### config.mk
export PLATFORM = sky130hd
export DESIGN_NAME = fetch_decode
export DESIGN_NICKNAME = d
export VERILOG_FILES = /design/src/rtl/fetch_decode.sv
export SDC_FILE = /design/constraint.sdc
export NUM_CORES = 1
export LEC_CHECK = 0
export CORE_MARGIN = 10
export CORE_UTILIZATION = 50
export DETAILED_ROUTE_END_ITERATION = 16
export HOLD_SLACK_MARGIN = 0.08
export MAX_ROUTING_LAYER = met4
export PLACE_DENSITY = 0.89
export RECOVER_POWER = 50
export SYNTH_ARGS = -nofsm -noshare
export SYNTH_HDL_FRONTEND = slang
export SYNTH_SLANG_ARGS = --single-unit
### constraint.sdc
create_clock -name clk -period 3.3 [get_ports clk]
set_input_delay 0.495 -clock clk [delete_from_list [all_inputs] [get_ports clk]]
set_output_delay 0.495 -clock clk [all_outputs]
set_load 0.01 [all_outputs]
### src/rtl/fetch_decode.sv
// fetch_decode: walks a colon word's opcode bytes, assembles inline literals and
// hands one opcode per handshake to the execution unit.
module fetch_decode #(
    parameter int          DSZ     = 32,
    parameter int          ASZ     = 17,
    parameter logic [7:0]  LIT_OP  = 8'h02,
    parameter logic [7:0]  HALT_OP = 8'hFF
) (
    input  logic           clk,
    input  logic           rst,
    input  logic           start,
    input  logic [ASZ-1:0] ip0,
    output logic           mem_rd,
    output logic [ASZ-1:0] mem_addr,
    input  logic [7:0]     mem_q,
    output logic [7:0]     op,
    output logic [ASZ-1:0] op_ip,
    output logic [DSZ-1:0] lit,
    output logic           op_valid,
    input  logic           op_ready,
    input  logic           jmp_en,
    input  logic [ASZ-1:0] jmp_addr,
    output logic           busy
);
    localparam int NB = DSZ / 8;
    localparam int CW = NB > 1 ? $clog2(NB) : 1;
    localparam logic [CW-1:0] CNT_LAST = CW'(NB - 1);

    typedef enum logic [2:0] {IDLE, OP, DEC, LIT, ISSUE} state_t;

    state_t         state_q, state_d;
    logic [ASZ-1:0] ip_q, ip_d, op_ip_q, op_ip_d;
    logic [7:0]     op_q, op_d;
    logic [DSZ-1:0] lit_q, lit_d;
    logic [CW-1:0]  cnt_q, cnt_d;

    always_ff @(posedge clk) begin
        if (rst) begin
            state_q <= IDLE;
            ip_q    <= '0;
            op_ip_q <= '0;
            op_q    <= '0;
            lit_q   <= '0;
            cnt_q   <= '0;
        end else begin
            state_q <= state_d;
            ip_q    <= ip_d;
            op_ip_q <= op_ip_d;
            op_q    <= op_d;
            lit_q   <= lit_d;
            cnt_q   <= cnt_d;
        end
    end

    always_comb begin
        state_d  = state_q;
        ip_d     = ip_q;
        op_ip_d  = op_ip_q;
        op_d     = op_q;
        lit_d    = lit_q;
        cnt_d    = cnt_q;
        mem_rd   = 1'b0;
        mem_addr = '0;
        unique case (state_q)
            IDLE: if (start) begin
                ip_d    = ip0;
                state_d = OP;
            end
            OP: begin
                mem_rd   = 1'b1;
                mem_addr = ip_q;
                op_ip_d  = ip_q;
                ip_d     = ip_q + ASZ'(1);
                state_d  = DEC;
            end
            DEC: begin
                op_d  = mem_q;
                lit_d = '0;
                if (mem_q == LIT_OP) begin
                    mem_rd   = 1'b1;
                    mem_addr = ip_q;
                    ip_d     = ip_q + ASZ'(1);
                    cnt_d    = '0;
                    state_d  = LIT;
                end else begin
                    state_d = ISSUE;
                end
            end
            LIT: begin
                // each byte lands one cycle after its read; the last one issues no further read
                lit_d[8*cnt_q +: 8] = mem_q;
                if (cnt_q == CNT_LAST) begin
                    state_d = ISSUE;
                end else begin
                    mem_rd   = 1'b1;
                    mem_addr = ip_q;
                    ip_d     = ip_q + ASZ'(1);
                    cnt_d    = cnt_q + CW'(1);
                end
            end
            ISSUE: if (op_ready) begin
                state_d = op_q == HALT_OP ? IDLE : OP;
                ip_d    = (op_q != HALT_OP && jmp_en) ? jmp_addr : ip_q;
            end
            default: state_d = IDLE;
        endcase
    end

    assign op       = op_q;
    assign op_ip    = op_ip_q;
    assign lit      = lit_q;
    assign op_valid = state_q == ISSUE;
    assign busy     = state_q != IDLE;
endmodule

After elaboration in Yosys (flattened, before gate mapping):

Cells that the tools add are included.

* bits in registers: 79
* input bits: 47
* output and inout bits: 77

* $add $sub $neg: 3
* equal/unequal tests: 14
* shifts and indexed selects: 2
* multiplexer cells: 23
* reductions and logical operators: 8

Operator list (count)
* $mux 17: 7
* $pmux 17 s5: 1
* $pmux 32 s2: 1
* $pmux 17 s3: 1
* $neg 5->34: 1
* $shift 8x34->32 const A: 1
* $shiftx 8x34->32: 1
* $bwmux 32: 1
* $add 17x1->17 const B: 1
* $pmux 3 s5: 1
* $mux 3: 4
* $eq 8x2->1 const B: 1
* $eq 8x8->1 const B: 1
* $ne 2x2->1 const B: 4
* $ne 8x8->1 const B: 1
* $eq 3x2->1 const B: 2
* $reduce_and 3->1: 2
* $reduce_and 6->1: 1
* $reduce_bool 5->1: 1
* $mux 2: 2
* $ne 2x1->1 const B: 2
* $pmux 2 s2: 1
* $eq 3x1->1 const B: 1
* $eq 3x3->1 const B: 1
* 8 further kinds: 10

Logic depth before layout (Yosys ltp):

Gate-level depths: netlist (run 1).

* depth after elaboration: 5
* mapped depth: 8
* depth with buffers taken out: 6

Least setup slack after synthesis (run 1):

OpenSTA, ideal clock, no wires.

* kind: input -> output
* start: input mem_q[0]
* end: output mem_addr[0]
* data arrival time: 1891 ps
* required time: 2805 ps
* slack: 914 ps
* cell stages on the path: 6
* buffers on the path: 1
* cell sequence: nor4b_2 nand2_1 or3_1 a21oi_2 buf_2 and2_1

* cells in the longest elaborated chain, start to end: 3

Ends and longest elaborated chain
* start, declared: RTL line 15 `input logic [7:0] mem_q,`
* $eq 8x2->1: RTL line 79 `if (mem_q == LIT_OP) begin`
* $mux 17: RTL line 79
* $pmux 17 s3: RTL line 64 `unique case (state_q)`
* end, declared: RTL line 14 `output logic [ASZ-1:0] mem_addr,`

Every way passes these cells.

Worst setup path after layout (run 1):

* start: input mem_q[7]
* end: output mem_rd

* cells in the longest elaborated chain, start to end: 3

Ends and longest elaborated chain
* $eq 8x2->1: RTL line 79
* $mux 1: RTL line 79
* $pmux 1 s3: RTL line 64
* end, declared: RTL line 13 `output logic mem_rd,`

Every way passes these cells.

==> results of run 1 <==
==> power breakdown <==
part	total [mW]	switching [mW]	internal, mW	leakage, nW
logic	0.419	0.224	0.194	1.67
clock network	0.772	0.376	0.396	0.106
registers	1.06	0.0669	0.993	0.641
total	2.25	0.667	1.58	2.42
==> sequential cells by signal, indices dropped and copies added (netlist names) <==
signal / flops
op_ip: 17
op: 8
lit: 32
ip_q: 17
state_q: 3
cnt_q: 2
==> path summary, 6_finish.rpt <==
check	startpoint	endpoint	slack [ns]	cells past startpoint
max	mem_q[7]	mem_rd	0.20	7
min reg2reg	op_ip[10]$_SDFFE_PP0N_	op_ip[10]$_SDFFE_PP0N_	0.45	2
max reg2reg	state_q[2]$_SDFFE_PP0P_	ip_q[16]$_SDFFE_PP0P_	0.84	5
min	op_ip[10]$_SDFFE_PP0N_	op_ip[10]$_SDFFE_PP0N_	0.45	2
==> layer usage <==
metal	GRT usage (%)	vias up
li1	-	2013
met1	24.5	1938
met2	37.6	146
met3	7.20	18
met4	6.40	0
met5	-	-
==> Yosys cell counts (2+ instances only) <==
cell / instances / area, um2
nand2_1: 108 / 405
dfxtp_1: 79 / 1580
nor2_1: 55 / 206
a21oi_1: 52 / 260
a22oi_1: 32 / 240
clkbuf_1: 26 / 97.6
and2_1: 23 / 144
nand3_1: 11 / 55.1
mux2i_1: 9 / 90.1
o21ai_0: 8 / 40.0
o21ai_1: 8 / 40.0
buf_2: 7 / 35.0
a31oi_1: 6 / 37.5
ha_1: 6 / 75.1
nor3_1: 6 / 30.0
xnor2_1: 5 / 43.8
and3_1: 4 / 25.0
and4_1: 4 / 35.0
inv_1: 4 / 15.0
nand2b_1: 4 / 25.0
nor4_1: 4 / 25.0
o211ai_1: 4 / 30.0
a211oi_1: 3 / 22.5
a211oi_2: 3 / 37.5
a311oi_1: 3 / 26.3
o21a_1: 3 / 22.5
or3_1: 3 / 18.8
a22o_1: 2 / 17.5
buf_1: 2 / 7.51
buf_6: 2 / 22.5
nand3b_1: 2 / 15.0
nand4_1: 2 / 12.5
nor4b_2: 2 / 30.0
o2111ai_1: 2 / 17.5
o31ai_1: 2 / 15.0
==> worst max-delay path, delay by kind of cell <==
family          cells  cell delay (ns)
compound gates      1             0.18
buf+inv             3             1.17
simple gates        3             0.76
==> cells by family (layout without fill, tap and decap cells) <==
family	after synthesis	count (layout)	share of synthesized area, %
buf+inv	42	159	4.69
fa+ha+maj	6	6	1.90
compound gates	134	134	22.3
mux	9	9	2.28
simple gates	234	234	27.5
xor+xnor	6	6	1.33
flops	79	79	40.1
==> through the flow <==
step                utilization, %  hold slack (ns)  area [um2]  worst slack, ns
finish                        72.1            0.454        5540            0.198
global route                  72.1            0.474        5540           0.0654
CTS                           71.3            0.460        5480           0.0551
detailed placement            68.5            0.448        5270           0.0551
global placement              68.5            0.441        5270            0.106
floorplan                        -            0.454        3950            0.914
==> what timing repair did <==
action,CTS,global route
resized for setup,0,19
buffers inserted,0,0
endpoints found under the setup margin,0,17
endpoints found under the hold margin,0,0
==> layout make-up <==
class	count	area (um2)
Multi-Input combinational cell	389	2200
Fill cell	623	2150
Inverter	4	15.0
Clock inverter	5	63.8
Tap cell	102	128
Clock buffer	11	151
Timing Repair Buffer	139	1400
Sequential cell	79	1580
==> qor.txt, run 1 <==
status = completed
max layer used = met4
Max Root-Sink Buffers = 2
commonest non-fill, non-tap cells in the layout = nand2_1 (108), dfxtp_1 (79), clkdlybuf4s50_1 (55)
Startpoint Class = primary input
crit path capture type = primary output
Cell Count, Final, Fillers Out = 729
Synth cell types = 49
fin. max-slew vios = 0
area of the die = 0.0118 mm2
WL/cell = 17.9 um
slowest cell on the critical path = clkdlybuf4s50_1
clk sinks = 79
Detailed Routing Iterations Pass 1 = 5
die height = 109 um
ant diodes = 0
max-cap violations = 0
Top cell by count, worst path = clkdlybuf4s50_1
upper clock frequency limit = 0.322 GHz
peak supply drop = 0.000270 V
WL met2 = 6430 um
via count = 4115
maximum fanout along the worst path = 19
dpl cells = 713
Routed Antenna Nets = 0
Clk Latency, worst-skew pair = 0.35 ns
Worst-path clk slew = 0.09 ns
Hold Violations, Final = 0
CTS tree = built
crit path kind = in2out
FP Rows = 32
post-synthesis sequential area ratio = 40.1%
all-layer global routing usage = 22.2%
CP Cell Sequence = clkdlybuf4s50_1 -> nor4_4 -> nand2_1 -> or3_1 -> a21oi_2 -> buf_12 -> clkdlybuf4s50_1
relative slew slack = 42.7%
Syn-to-layout area delta = 40.4%
DIE WIDTH = 109 um
GPL Wtd Cong = 0.913
met1 WL = 5280 um
Min-Delay Path Class = reg2reg
CP peak stage delay = 0.54 ns
Period minus WS final = 3.10 ns
largest net degree at the start of global routing = 45
fraction of registers with async set/reset = 0%
endpoints failing setup = 0
Req. time, crit path = 2.80 ns
Post-Syn Instances = 510
TritonCTS Buffers = 9
wire length of the first global-routing pass = 20800 um
nets@finish = 675
H-tree depth = 3
antenna violations before repair = 0
Post-synth EDFFs = 0
syn nets = 563
Seq cells post-synth = 79
Final TNS setup = 0 ns
grt ovf = 0
Placeable Area = 0.00769 mm2
Syn. warnings = 0
CTS root buf = clkbuf_8
initial DRC count = 315
post-route clock period utilization = 94.0%
Avg Cell Area, Syn = 7.74 um2
RSZ-0062 raised after global routing = false
I/O Buffers = 123
Power Total = 2.25 mW
synthesized area = 0.00395 mm2
Starting Density = 51.3%
Met3 Routed Length = 1070 um
Slew @ Worst Pin = 0.859 ns
PD cells = 406 mW/mm2
DRT Wirelength = 13000 um
DRC viols = 0
Leak Pwr = 2.42 nW
Primary FF master, synth = dfxtp_1
vias in the first global route = 4055
Via density = 5.64
IO Pins = 124
clock skew = 0.00895 ns
share of cells above drive strength 1 = 7.02%
HPWL after detailed placement = 9640 um
critical path arrival = 2.61 ns
hold_buf cts = 0
most common cell after layout, fill and taps aside = nand2_1
Power figures use the tool's default switching activity.
==> run 2: changes to the inputs <==
- RECOVER_POWER: 50 -> not set
==> qor.txt, run 2 (same netlist as run 1, synthesis figures left out) <==
DRT Wirelength = 13100 um (+0.43%)
H-tree depth = 3 (unchanged)
Reg2Reg Launch Point = state_q[2]$_SDFFE_PP0P_
Hold Violations, Final = 0 (unchanged)
crit path capture type = primary output
TritonCTS Buffers = 9 (unchanged)
fin. max-slew vios = 0 (unchanged)
largest net degree at the start of global routing = 45 (unchanged)
CTS tree = built
Max Root-Sink Buffers = 2 (unchanged)
crit path kind = in2out
CTS root buf = clkbuf_8
Routed Antenna Nets = 0 (unchanged)
Placeable Area = 0.00769 mm2 (unchanged)
PD cells = 407 mW/mm2 (+0.18%)
post-CTS setup buffer count = 0 (unchanged)
Detailed Routing Iterations Pass 1 = 5 (unchanged)
r2r endpoint = ip_q[16]$_SDFFE_PP0P_
clk sinks = 79 (unchanged)
relative slew slack = 45.7% (+3.1 points)
RSZ-0062 raised after global routing = false
HPWL after detailed placement = 9640 um (unchanged)
max-cap violations = 0 (unchanged)
Comb pwr share = 18.7% (about the same)
Leak Pwr = 2.24 nW (-7.2%)
IO Pins = 124 (unchanged)
die height = 109 um (unchanged)
Starting Density = 51.3% (unchanged)
Final TNS setup = 0 ns (unchanged)
DIE WIDTH = 109 um (unchanged)
Clk Latency, worst-skew pair = 0.35 ns (about the same)
Cell Int Power = 1.59 mW (+0.24%)
WL/cell = 17.9 um (+0.43%)
most common cell after layout, fill and taps aside = nand2_1
Min-Delay Path Class = reg2reg
R2R cell count = 5 (unchanged)
I/O Buffers = 123 (unchanged)
Clock power frac = 34.3% (about the same)
Period minus WS final = 3.10 ns (-0.00453 ns)
antenna violations before repair = 0 (unchanged)
Largest register FFs = 32 (unchanged)
Power Total = 2.26 mW (+0.18%)
FP Rows = 32 (unchanged)
endpoints failing setup = 0 (unchanged)
Cell Count, Final, Fillers Out = 729 (unchanged)
critical path arrival = 2.60 ns (about the same)
nets@finish = 675 (unchanged)
GPL Wtd Cong = 0.913 (unchanged)
upper clock frequency limit = 0.323 GHz (+0.15%)
share of cells above drive strength 1 = 7.02% (unchanged)
r2r setup slk = 0.84 ns (about the same)
status = completed
via count = 4130 (+0.36%)
all-layer global routing usage = 22.2% (unchanged)
Req. time, crit path = 2.80 ns (about the same)
hold slack = 0.459 ns (+0.00473 ns)
Startpoint Class = primary input
ant diodes = 0 (unchanged)
Layout Utilization = 72.1% (unchanged)
hold_buf cts = 0 (unchanged)
hold endpoint = op_ip[10]$_SDFFE_PP0N_
post-route clock period utilization = 93.9% (-0.14 points)
Switch Pwr = 0.668 mW (about the same)
Hold Path Cell Cnt = 2 (unchanged)
peak supply drop = 0.000270 V (-0.16%)
DRC viols = 0 (unchanged)
Syn-to-layout area delta = 40.4% (unchanged)
commonest non-fill, non-tap cells in the layout = nand2_1 (108), clkdlybuf4s50_1 (105), dfxtp_1 (79)
Slew @ Worst Pin = 0.814 ns (-0.0453 ns)
sequential power share = 47.0% (about the same)
Sw Ratio = 29.6% (-0.044 points)
hold_sp = op_ip[10]$_SDFFE_PP0N_
maximum fanout along the worst path = 19 (unchanged)
grt ovf = 0 (unchanged)
vias in the first global route = 4055 (unchanged)
clock skew = 0.00984 ns (+0.000894 ns)
Worst-path clk slew = 0.09 ns (about the same)
dpl cells = 713 (unchanged)
area of the die = 0.0118 mm2 (unchanged)
Via density = 5.67 (+0.36%)
wire length of the first global-routing pass = 20800 um (unchanged)
initial DRC count = 288 (-8.6%)
==> run 2: timing repair <==
action / 4_1_cts / 5_1_grt
setup endpoints to repair: 0 / 17
resized for setup: 0 / 19
hold endpoints to repair: 0 / 0
==> run 2: power groups by stage <==
stage | Clock, mW | Combinational (mW) | Sequential, mW
2_1_floorplan | 0 | 0.253 | 1.05
3_3_place_gp | 0 | 0.409 | 1.08
3_5_place_dp | 0 | 0.419 | 1.08
4_1_cts | 0.780 | 0.421 | 1.06
5_1_grt | 0.820 | 0.466 | 1.07
6_report | 0.773 | 0.421 | 1.06
==> run 2: worst max-delay path by stage <==
stage,startpoint,slack [ns],cells after the start,to
after floorplan,mem_q[0],0.91,6,mem_addr[0]
after global placement,mem_q[4],0.11,8,mem_addr[2]
after detailed placement,mem_q[4],0.06,8,mem_addr[14]
after CTS,mem_q[4],0.06,8,mem_addr[14]
after global routing,mem_q[7],0.07,7,mem_rd
final,mem_q[7],0.20,7,mem_rd
==> run 2: cell type report <==
| class | count | area [um2] |
|---|---|---|
| clock buffers | 11 | 151 |
| clock inverters | 5 | 63.8 |
| fillers | 623 | 2150 |
| inverters | 4 | 15.0 |
| multi-input cells | 389 | 2200 |
| flip-flops and latches | 79 | 1580 |
| well taps | 102 | 128 |
| repair buffers | 139 | 1400 |
==> run 2: metal layers <==
layer / routed length (um) / GRT usage, % / up-vias / part of all wire [%]
met2: 6350 / 37.6 / 150 / 49
met3: 1150 / 7.20 / 21 / 8.8
met4: 276 / 6.40 / 0 / 2.1
met5: 0 / - / - / 0
met1: 5310 / 24.5 / 1950 / 41
li1: - / - / 2009 / -
==> run 2: worst max-delay path, cell delays in order <==
cell	delay, ns
clkdlybuf4s50_1	0.47
nor4_4	0.31
nand2_1	0.12
or3_1	0.33
a21oi_2	0.18
buf_12	0.16
clkdlybuf4s50_1	0.54
==> run 2: per-stage QoR <==
stage                     area, um2  worst slack [ns]
after floorplan                3950             0.914
after global placement         5270             0.106
after detailed placement       5270            0.0551
after CTS                      5480            0.0551
after global routing           5540            0.0678
final                          5540             0.202
